`config.mk`:
```
export PLATFORM = sky130hd
export DESIGN_NAME = fanout_pack_param
export DESIGN_NICKNAME = d
export VERILOG_FILES = /design/src/rtl/fanout_pack_param.sv
export SDC_FILE = /design/constraint.sdc
export NUM_CORES = 1
export LEC_CHECK = 0
export CAP_MARGIN = 30
export CELL_PAD_IN_SITES_DETAIL_PLACEMENT = 0
export CELL_PAD_IN_SITES_GLOBAL_PLACEMENT = 1
export CORE_UTILIZATION = 45
export CTS_CLUSTER_DIAMETER = 30
export DETAILED_ROUTE_END_ITERATION = 6
export PLACE_DENSITY = 0.8
export SYNTH_ARGS = -nofsm -noshare
export SYNTH_HDL_FRONTEND = slang
export SYNTH_SLANG_ARGS = --single-unit
```
`constraint.sdc`:
```
create_clock -name clk -period 7 [get_ports clk]
set_input_delay 1.4 -clock clk [delete_from_list [all_inputs] [get_ports clk]]
set_output_delay 1.4 -clock clk [all_outputs]
set_load 0.005 [all_outputs]
```
`src/rtl/fanout_pack_param.sv`:
```
// rtl/fanout_pack_param.sv - broadcast/pack fan-out of a sample stream into LANES-wide words through a FIFO
module fanout_pack_param #(
    parameter int DW    = 16,
    parameter int LANES = 4,
    parameter int DEPTH = 2
) (
    input  logic                  clk,
    input  logic                  rst,
    input  logic                  mode,
    input  logic [LANES-1:0]      lane_mask,
    input  logic                  in_v,
    input  logic [DW-1:0]         in_data,
    input  logic                  in_last,
    output logic                  in_rdy,
    input  logic                  halt,
    output logic                  out_v,
    output logic [DW*LANES-1:0]   out_data,
    output logic [LANES-1:0]      out_lanes,
    input  logic                  out_rdy
);

    localparam int AW   = $clog2(DEPTH);
    localparam int CW   = AW + 1;
    localparam int CNTW = $clog2(LANES);
    localparam int WW   = DW * LANES;

    logic [WW-1:0]    mem       [DEPTH];
    logic [LANES-1:0] mem_lanes [DEPTH];
    logic [AW-1:0]    wr_ptr;
    logic [AW-1:0]    rd_ptr;
    logic [CW-1:0]    occ;

    logic [CNTW-1:0]  cnt;
    logic             word_mode;
    logic [WW-1:0]    stage_data;
    logic [LANES-1:0] stage_lanes;

    logic             full;
    logic             accept;
    logic             pop;
    logic             eff_mode;
    logic             close;
    logic             push;
    logic [WW-1:0]    push_data;
    logic [LANES-1:0] push_lanes;
    logic [WW-1:0]    pack_data;
    logic [LANES-1:0] pack_lanes;

    assign full   = (occ == CW'(DEPTH));
    assign in_rdy = rst && !halt && !full;
    assign accept = in_v && in_rdy;
    assign out_v  = (occ != '0);
    assign pop    = out_v && out_rdy && !halt;

    // Mode is sampled only when a word opens; mid-word changes wait for the close.
    assign eff_mode = (cnt == '0) ? mode : word_mode;

    assign out_data  = out_v ? mem[rd_ptr]       : '0;
    assign out_lanes = out_v ? mem_lanes[rd_ptr] : '0;

    always_comb begin
        pack_data  = stage_data;
        pack_lanes = stage_lanes;
        for (int i = 0; i < LANES; i++) begin
            if (CNTW'(i) == cnt) begin
                pack_data[i*DW +: DW] = in_data;
                pack_lanes[i]         = 1'b1;
            end
        end
    end

    always_comb begin
        push       = 1'b0;
        close      = 1'b0;
        push_data  = '0;
        push_lanes = '0;
        if (accept) begin
            if (!eff_mode) begin
                push       = |lane_mask;
                push_lanes = lane_mask;
                for (int i = 0; i < LANES; i++) begin
                    push_data[i*DW +: DW] = lane_mask[i] ? in_data : '0;
                end
            end else begin
                close      = (cnt == CNTW'(LANES - 1)) || in_last;
                push       = close;
                push_data  = pack_data;
                push_lanes = pack_lanes;
            end
        end
    end

    // Storage array needs no reset: occupancy alone decides what is visible.
    always_ff @(posedge clk) begin
        if (push) begin
            mem[wr_ptr]       <= push_data;
            mem_lanes[wr_ptr] <= push_lanes;
        end
    end

    always_ff @(posedge clk) begin
        if (!rst) begin
            wr_ptr <= '0;
            rd_ptr <= '0;
            occ    <= '0;
        end else if (!halt) begin
            if (push) begin
                wr_ptr <= wr_ptr + 1'b1;
            end
            if (pop) begin
                rd_ptr <= rd_ptr + 1'b1;
            end
            case ({push, pop})
                2'b10:   occ <= occ + 1'b1;
                2'b01:   occ <= occ - 1'b1;
                default: occ <= occ;
            endcase
        end
    end

    always_ff @(posedge clk) begin
        if (!rst) begin
            cnt         <= '0;
            word_mode   <= 1'b0;
            stage_data  <= '0;
            stage_lanes <= '0;
        end else if (!halt && accept) begin
            if (cnt == '0) begin
                word_mode <= mode;
            end
            if (eff_mode) begin
                if (close) begin
                    cnt         <= '0;
                    stage_data  <= '0;
                    stage_lanes <= '0;
                end else begin
                    cnt         <= cnt + 1'b1;
                    stage_data  <= pack_data;
                    stage_lanes <= pack_lanes;
                end
            end
        end
    end

endmodule
```
==> flow_summary.ini, run 1 <==
[logic_synthesis]
syn_nets = 903
synth-xor-area-share_pct = 0.274
avgSynthCellArea_sq_um = 11.0
syn-cell-area_sq_um = 9610
synth_seq_area_share_pct = 58.3
netlist_instances = 871
synth_top_family_by_area = simple AND/OR/NAND/NOR gates
synth_seq_cells = 212
ys_types = 37
synth_area_leaders = edfxtp_1, dfxtp_1, mux2i_1
yosysTopAreaCellShare_pct = 42.5
yosys.area.top_type = edfxtp_1
synth_compound_area_share_pct = 9.09
yosys.area_share.simple_pct = 15.3
yosys.area_share.adder_pct = 0.651
yosysWarnings = 0
muxShareOfSynthArea_pct = 12.6

[run_status]
status = finished, final reports clean

[pwr]
clkPwrFrac_pct = 53.8
intPower_uw = 2600
ir_drop_mv = 0.181
powerDensity_nw_per_um2 = 278
netSwitchingPower_uw = 735
leakage_uw = 0.00405
swShare_pct = 22.0
sequentialPowerShare_pct = 40.4
comb_power_share_pct = 5.7
p_total_uw = 3340

[placed_design]
dp_hpwl_microns = 13300
globalplace.congestion = 0.731
dp.cells = 1184
port_buffers = 96
placed_cell_area_sq_um = 10700

[timing]
fin_crit_ps = 4660
clock_skew_ps = 15.4
finalHoldViolations = 0
worst_pin_slew_ps = 1010
rsz0062_at_grt = no
post-route-period-util_pct = 66.5
setup_violations = 0
setup_tns_ps = 0
slew_violations = 0
slew_headroom_pct = 32.7
max_freq_mhz = 215

[final_layout]
diodes = 0
seq_area_sq_um = 5610
nFillCells = 1801
fin_nets = 983
multi_input_area_sq_um = 3690
final_area_sq_um = 12000
layout-drive-gt1-share_pct = 8.56
area_growth_pct = 25.1
post-route-util_pct = 57.4
fin_cells = 1256

[cts]
root_buffer = clkbuf_16
cts_hold_buf = 0
cts-buffers-inserted = 40
post_cts_buffers = 0
cts.sinks = 212
cts_max_level = 2
clkSlewWorstSetupHoldPaths_ps = 40
cts_tree = done
clock_latency_ps = 510
clock_path_buffers = 3
ctsResizeCount = 0

[drt]
drt_iter0_markers = 370
vias_per_cell = 5.29
routed_wl_microns = 22500
drc = 0
ant_nets = 0
vias = 6647
first_pass_iters = 5
wl_per_cell_microns = 17.9

[global_routing]
grt_remaining_overflow = 0
grt_pass1_wl_microns = 35400
antenna_found_initial = 0
grt_pass1_vias = 6517
grtUsageTotal_pct = 21.0
grt_max_degree = 103

[floorplanning]
die_w_microns = 148
pin_count = 97
core_sq_um = 21000
die_h_microns = 148
rows = 53
initial_utilization_pct = 45.8
fp.dieArea_sq_um = 21900

[setup_path]
path_class = in -> out
critPathMaxFanout = 59
crit_required_ps = 5600
worstPathArrival_ps = 3260
start_kind = input port
crit_path_end_kind = output pin

[worst_hold_path]
hp-class = reg -> reg

[flow_run]
drv_cap = 0
-- flip-flops by register name (all words and copies together) (netlist names), named ones only --
| signal | cells |
|---|---|
| stage_lanes | 4 |
| word_mode | 1 |
| mem | 128 |
| stage_data | 64 |
| mem_lanes | 8 |
| rd_ptr | 1 |
| occ | 2 |
| wr_ptr | 1 |
| cnt | 2 |
-- critical path, stage by stage --
cell and delay (ps):
clkdlybuf4s50_1 460, buf_4 450, and2b_1 300, and2_1 160
clkdlybuf4s50_1 490
-- path summary, 6_finish.rpt --
| kind | endpoint | startpoint | slack [ps] | depth (start not counted) |
|---|---|---|---|---|
| setup / recovery | in_rdy | rst | 2340 | 5 |
| hold / removal | stage_data[20]$_SDFFE_PN0P_ | stage_data[20]$_SDFFE_PN0P_ | 450 | 2 |
| setup reg to reg | mem[1][63]$_DFFE_PP_ | cnt[0]$_SDFFE_PN0P_ | 3760 | 9 |
| hold reg to reg | stage_data[20]$_SDFFE_PN0P_ | stage_data[20]$_SDFFE_PN0P_ | 450 | 2 |
-- final cells by class --
class | instances | share of cell area [%]
clock buffers | 48 | 8.75
clock inverters | 24 | 1.86
inverters | 4 | 0.125
multi-input cells | 585 | 30.7
flip-flops and latches | 212 | 46.7
well taps | 275 | 2.86
repair buffers | 108 | 9.05
-- Yosys cell counts (all sizes together) --
master / number
a22oi: 16
a211o: 1
a21oi: 4
nand2b: 1
nand3: 3
nor3b: 1
a31oi: 48
nor3: 7
o21ai: 3
mux2i: 118
dfxtp: 76
xnor2: 1
xor2: 2
clkbuf: 35
nor2: 192
inv: 4
buf: 35
and2: 21
a21boi: 53
nor4: 1
ha: 5
nand4: 1
nand2: 53
and2b: 1
mux2: 2
or3: 49
edfxtp: 136
or2: 1
and4: 1
-- metrics by stage --
stage / hold WS (ps) / setup WS [ps]
floorplan: 424 / 1510
global placement: 437 / 2320
detailed placement: 442 / 2320
CTS: 447 / 2300
global route: 474 / 2250
finish: 447 / 2340
-- cells by family after synthesis --
| group | Yosys count |
|---|---|
| multiplexers | 120 |
| buffers and inverters | 74 |
| AO/OA/AOI/OAI | 125 |
| XOR/XNOR | 3 |
| AND/OR/NAND/NOR | 332 |
| adder cells (fa/ha/maj) | 5 |
| flip-flops | 212 |
-- power by group through the flow --
stage	Sequential [uW]	Clock (uW)	Combinational, uW
floorplan	1370	0	105
global placement	1370	0	191
global route	1350	1890	207
CTS	1350	1820	193
finish	1350	1800	191
detailed placement	1370	0	193
-- placed cells by master, fill, tap and decap left out, types with 2 or more instances in the layout --
cell type        count
nor2_1             189
edfxtp_1           136
mux2i_1            117
clkdlybuf4s50_1     96
dfxtp_1             75
nand2_1             53
a21boi_0            50
or3_1               49
a31oi_1             48
clkbuf_16           41
and2_1              21
a22oi_1             16
buf_4                8
nor3_1               7
clkbuf_1             7
clkinv_2             7
ha_1                 5
inv_1                4
a21oi_1              4
clkinv_1             4
clkinv_4             4
nor2_4               3
o21ai_0              3
bufinv_16            3
clkinvlp_4           3
inv_6                3
mux2_4               2
xor2_1               2
a21boi_1             2
nand3_1              2
buf_12               2
-- per-layer routing --
| metal | up-vias | track usage [%] | wire length, microns |
|---|---|---|---|
| li1 | 3271 | - | - |
| met1 | 3178 | 28.1 | 10300 |
| met2 | 159 | 34.8 | 10700 |
| met3 | 39 | 3.71 | 1020 |
| met4 | 0 | 6.44 | 447 |
| met5 | - | 0 | 0 |
No activity file was read; power rests on OpenSTA's default activity.
==> run 2, diff against run 1 <==
--- a/config.mk
+++ b/config.mk
@@ -8,10 +8,10 @@
 export CAP_MARGIN = 30
 export CELL_PAD_IN_SITES_DETAIL_PLACEMENT = 0
 export CELL_PAD_IN_SITES_GLOBAL_PLACEMENT = 1
-export CORE_UTILIZATION = 45
+export CORE_UTILIZATION = 41
 export CTS_CLUSTER_DIAMETER = 30
 export DETAILED_ROUTE_END_ITERATION = 6
-export PLACE_DENSITY = 0.8
+export PLACE_DENSITY = 0.77
 export SYNTH_ARGS = -nofsm -noshare
 export SYNTH_HDL_FRONTEND = slang
 export SYNTH_SLANG_ARGS = --single-unit
==> constraint.sdc (replaced) <==
create_clock -name clk -period 4.2 [get_ports clk]
set_input_delay 0.84 -clock clk [delete_from_list [all_inputs] [get_ports clk]]
set_output_delay 0.84 -clock clk [all_outputs]
set_load 0.005 [all_outputs]
==> run 2 against run 1 <==
Clock power up 59%. Final area up 0.51%. Flip-flop and latch count unchanged. Clock-buffer cell count down 7. Die area up 9.6%. Total power up 63%. Register-to-register slack worse by 2300 ps. Critical path type is now reg -> out. Critical endpoint is now out_data[7]. Largest cell class unchanged.
==> flow_summary.ini, run 2 (synthesis gave the netlist of run 1 again) <==
[pwr]
powerDensity_nw_per_um2 = 450
p_total_uw = 5430
clkPwrFrac_pct = 52.7
netSwitchingPower_uw = 1310
ir_drop_mv = 0.228
sequentialPowerShare_pct = 41.4
leakage_uw = 0.00406
intPower_uw = 4120
swShare_pct = 24.2
comb_power_share_pct = 6.0

[run_status]
status = finished, final reports clean

[timing]
slew_headroom_pct = 46.6
hold-worst-slack_ps = 450
clock_skew_ps = 17.5
setup_violations = 0
worst_pin_slew_ps = 799
fin_crit_ps = 3290
max_freq_mhz = 304
finalHoldViolations = 0
post-route-period-util_pct = 78.3
slew_violations = 0
setup_tns_ps = 0
rsz0062_at_grt = no

[cts]
ctsResizeCount = 0
post_cts_buffers = 0
cts_max_level = 2
clkSlewWorstSetupHoldPaths_ps = 50
cts.sinks = 212
cts_hold_buf = 0
cts_tree = done
clock_path_buffers = 3
cts-buffers-inserted = 39
clock_latency_ps = 510
root_buffer = clkbuf_16

[drt]
drc = 0
drt_iter0_markers = 481
vias = 6652
wl_met3_microns = 982
highest_layer = met4
wl_met1_microns = 10700
dr_wl_met2_microns = 10400
wl_per_cell_microns = 17.3
ant_nets = 0
first_pass_iters = 5
routed_wl_microns = 22600
vias_per_cell = 5.11

[floorplanning]
initial_utilization_pct = 42.2
die_h_microns = 155
die_w_microns = 155
rows = 55
core_sq_um = 22800
fp.dieArea_sq_um = 24000
pin_count = 97

[global_routing]
grtUsageTotal_pct = 19.3
grt_pass1_vias = 6283
grt_remaining_overflow = 0
antenna_found_initial = 0
grt_max_degree = 70
grt_pass1_wl_microns = 35500

[final_layout]
final_cell_mix = nor2_1, edfxtp_1, mux2i_1
multi_input_area_sq_um = 3690
largest_reg_flops = 128
seq_area_sq_um = 5610
fin_nets = 990
nFillCells = 2017
final_common_cell = nor2_1
fin_cells = 1302
final_area_sq_um = 12100
area_growth_pct = 25.7
regMostFlops = mem
diodes = 0
reg.largest.list = mem (128), stage_data (64), mem_lanes (8)
layout-drive-gt1-share_pct = 10.2

[placed_design]
port_buffers = 96
placed_cell_area_sq_um = 10800
globalplace.congestion = 0.774
dp.cells = 1230
dp_hpwl_microns = 13600

[setup_path]
crit_path_end_kind = output pin
critPathMaxFanout = 31
worstPathArrival_ps = 2450
crit_chain = buf_4 > mux2i_1 > nor2_1 > clkdlybuf4s50_1
path_class = reg -> out
max_stage_delay_ps = 730
start_kind = flop
crit_required_ps = 3360
slowest_stage = dfxtp_4

[flow_run]
drv_cap = 0

[worst_hold_path]
hp-class = reg -> reg
## run 2: changes by cell type in the layout (fill, tap and decap cells not counted), moves of 4 or more
cell        previous run  this run
inv_6                  3         9
buf_4                  8        17
clkinvlp_4             3         7
clkinv_1               4         0
clkbuf_1               7         2
clkinv_4               4        10
## run 2: routing by layer
| metal | GRT usage [%] | vias up |
|---|---|---|
| met5 | 0 | - |
| met4 | 6.51 | 0 |
| met3 | 3.34 | 31 |
| met2 | 30.6 | 149 |
| met1 | 26.8 | 3188 |
| li1 | - | 3284 |
## run 2: layout make-up
type | instances | area share, %
sequential | 212 | 46.4
clock buffer | 41 | 8.14
multi-input combinational | 585 | 30.5
tap | 313 | 3.24
timing repair buffer | 116 | 9.47
clock inverter | 31 | 2.07
inverter | 4 | 0.124
## run 2: power by group through the flow
stage	clock, uW	sequential (uW)	combinational [uW]
after global routing	3010	2250	354
after CTS	2910	2250	328
after detailed placement	0	2290	327
after global placement	0	2290	326
final	2860	2250	324
after floorplan	0	2290	175
## run 2: through the flow
stage	worst slack (ps)	utilization, %
detailed placement	858	47.6
CTS	851	53.0
finish	912	53.0
global placement	855	47.6
global route	783	53.0
floorplan	-732	-
## run 2: path summary, 6_finish.rpt
check,startpoint,end,slack [ps],cells past startpoint
worst max-delay path,flop,out_data[7],910,4
worst min-delay path,stage_data[20]$_SDFFE_PN0P_,stage_data[20]$_SDFFE_PN0P_,450,2
worst min register to register,stage_data[20]$_SDFFE_PN0P_,stage_data[20]$_SDFFE_PN0P_,450,2
worst max register to register,cnt[0]$_SDFFE_PN0P_,mem[1][44]$_DFFE_PP_,1420,6
## run 2: critical path, delay by kind of cell (launching register included)
kind	cells	cell delay, ps
buffers and inverters	2	830
DFF	1	730
muxes	1	270
and+or+nand+nor	1	70
==> run 3, diff against run 2 <==
--- a/config.mk
+++ b/config.mk
@@ -8,10 +8,10 @@
 export CAP_MARGIN = 30
 export CELL_PAD_IN_SITES_DETAIL_PLACEMENT = 0
 export CELL_PAD_IN_SITES_GLOBAL_PLACEMENT = 1
-export CORE_UTILIZATION = 41
+export CORE_UTILIZATION = 45
 export CTS_CLUSTER_DIAMETER = 30
 export DETAILED_ROUTE_END_ITERATION = 6
-export PLACE_DENSITY = 0.77
+export PLACE_DENSITY = 0.8
 export SYNTH_ARGS = -nofsm -noshare
 export SYNTH_HDL_FRONTEND = slang
 export SYNTH_SLANG_ARGS = --single-unit
==> constraint.sdc (replaced) <==
create_clock -name clk -period 3.2 [get_ports clk]
set_input_delay 0.64 -clock clk [delete_from_list [all_inputs] [get_ports clk]]
set_output_delay 0.64 -clock clk [all_outputs]
set_load 0.005 [all_outputs]
==> run 3 against run 2 <==
Register-to-register slack worse by 780 ps. Final area is 1.8% higher. Via count is 1.6% higher. Critical path depth stayed put.
==> flow_summary.ini, run 3 (synthesis gave the netlist of run 1 again) <==
[setup_path]
rr_worst_depth = 7
crit_required_ps = 2560
path_class = reg -> out
crit-reg2reg-launch = cnt[0]$_SDFFE_PN0P_
crit_path_end_kind = output pin
r2r_setup_slack_ps = 640
start_kind = flop
worstPathArrival_ps = 2150
rr_endpoint = mem[1][60]$_DFFE_PP_
critPathMaxFanout = 68

[pwr]
intPower_uw = 6120
comb_power_share_pct = 5.6
leakage_uw = 0.00418
netSwitchingPower_uw = 1680
sequentialPowerShare_pct = 37.8
clkPwrFrac_pct = 56.6
powerDensity_nw_per_um2 = 635
p_total_uw = 7800
ir_drop_mv = 0.374
swShare_pct = 21.6

[floorplanning]
fp.dieArea_sq_um = 21900
die_h_microns = 148
pin_count = 97
rows = 53
die_w_microns = 148
core_sq_um = 21000
initial_utilization_pct = 45.8

[cts]
cts_max_level = 2
ctsResizeCount = 0
post_cts_buffers = 0
cts.sinks = 212
cts-buffers-inserted = 40
clock_latency_ps = 510
clock_path_buffers = 3
root_buffer = clkbuf_16
cts_hold_buf = 0
cts_tree = done
clkSlewWorstSetupHoldPaths_ps = 40

[final_layout]
area_growth_pct = 28.0
reg.largest.list = mem (128), stage_data (64), mem_lanes (8)
multi_input_area_sq_um = 3690
seq_area_sq_um = 5610
regMostFlops = mem
final_cell_mix = nor2_1, edfxtp_1, mux2i_1
fin_nets = 991
nFillCells = 1777
largest_reg_flops = 128
fin_cells = 1266
final_common_cell = nor2_1
diodes = 0
layout-drive-gt1-share_pct = 10.1
final_area_sq_um = 12300

[worst_hold_path]
whs_path_depth = 2
hp-class = reg -> reg
hp-start = stage_data[20]$_SDFFE_PN0P_
min_to = stage_data[20]$_SDFFE_PN0P_

[placed_design]
placed_cell_area_sq_um = 10900
dp.cells = 1192
globalplace.congestion = 0.739
port_buffers = 96
dp_hpwl_microns = 13000

[timing]
post-route-period-util_pct = 87.1
slew_headroom_pct = 49.3
clock_skew_ps = 18.9
rsz0062_at_grt = no
setup_tns_ps = 0
max_freq_mhz = 359
fin_crit_ps = 2790
setup_violations = 0
slew_violations = 0
finalHoldViolations = 0
worst_pin_slew_ps = 760
hold-worst-slack_ps = 452

[drt]
routed_wl_microns = 22400
drc = 0
vias = 6759
first_pass_iters = 5
ant_nets = 0
wl_per_cell_microns = 17.7
vias_per_cell = 5.34
drt_iter0_markers = 457

[global_routing]
grt_remaining_overflow = 0
grt_pass1_vias = 6342
grt_max_degree = 103
grtUsageTotal_pct = 20.8
grt_pass1_wl_microns = 34700
antenna_found_initial = 0

[flow_run]
drv_cap = 0

[run_status]
status = finished, final reports clean
[run 3: cell types whose count changed in the layout (fill, tap and decap cells not counted)]
cell        delta
buf_12         +5
bufinv_16      +8
clkbuf_1       -1
clkinv_1       +4
inv_6          -4
clkinvlp_4     -3
buf_4          -4
buf_8          -1
clkinv_2       +1
clkbuf_16      +2
clkinv_4       -5
[run 3: metal layers]
| metal | GRT usage (%) | vias to the layer above | routed length (microns) |
|---|---|---|---|
| met5 | 0 | - | 0 |
| met4 | 8.40 | 0 | 641 |
| met3 | 3.87 | 38 | 969 |
| met2 | 33.8 | 175 | 10600 |
| met1 | 27.4 | 3247 | 10200 |
| li1 | - | 3299 | - |
[run 3: cell type report]
type,instances,share of cell area [%]
clock buffers,42,8.38
clock inverters,32,3.33
inverters,4,0.122
multi-input cells,585,30.0
flip-flops and latches,212,45.6
well taps,275,2.80
repair buffers,116,9.75
[run 3: power by group through the flow]
stage	Sequential [uW]	Combinational (uW)	Clock (uW)
2_1_floorplan	3000	230	0
3_3_place_gp	3000	436	0
5_1_grt	2950	472	4610
3_5_place_dp	3000	439	0
6_report	2950	437	4420
4_1_cts	2950	441	4470
[run 3: worst max-delay path by stage]
stage                              from  slack (ps)                    to  cells past startpoint
global placement           lane_mask[3]         430   mem[1][6]$_DFFE_PP_                      7
detailed placement                 halt         380  mem[1][39]$_DFFE_PP_                      7
floorplan           cnt[0]$_SDFFE_PN0P_        -510   mem[0][0]$_DFFE_PP_                      7
CTS                                flop         390          out_data[17]                      4
finish                             flop         410          out_data[38]                      4
global route                       flop         320          out_data[38]                      4
[run 3: critical path, stage by stage (launching register included)]
cell,delay [ps]
dfxtp_4,350
buf_12,400
mux2i_1,320
nor2_1,80
clkdlybuf4s50_1,450
[run 3: through the flow]
stage          worst slack [ps]  utilization, %
6_report                    413            58.7
4_1_cts                     394            58.7
3_3_place_gp                431            51.8
2_1_floorplan              -506               -
5_1_grt                     322            58.7
3_5_place_dp                379            51.8
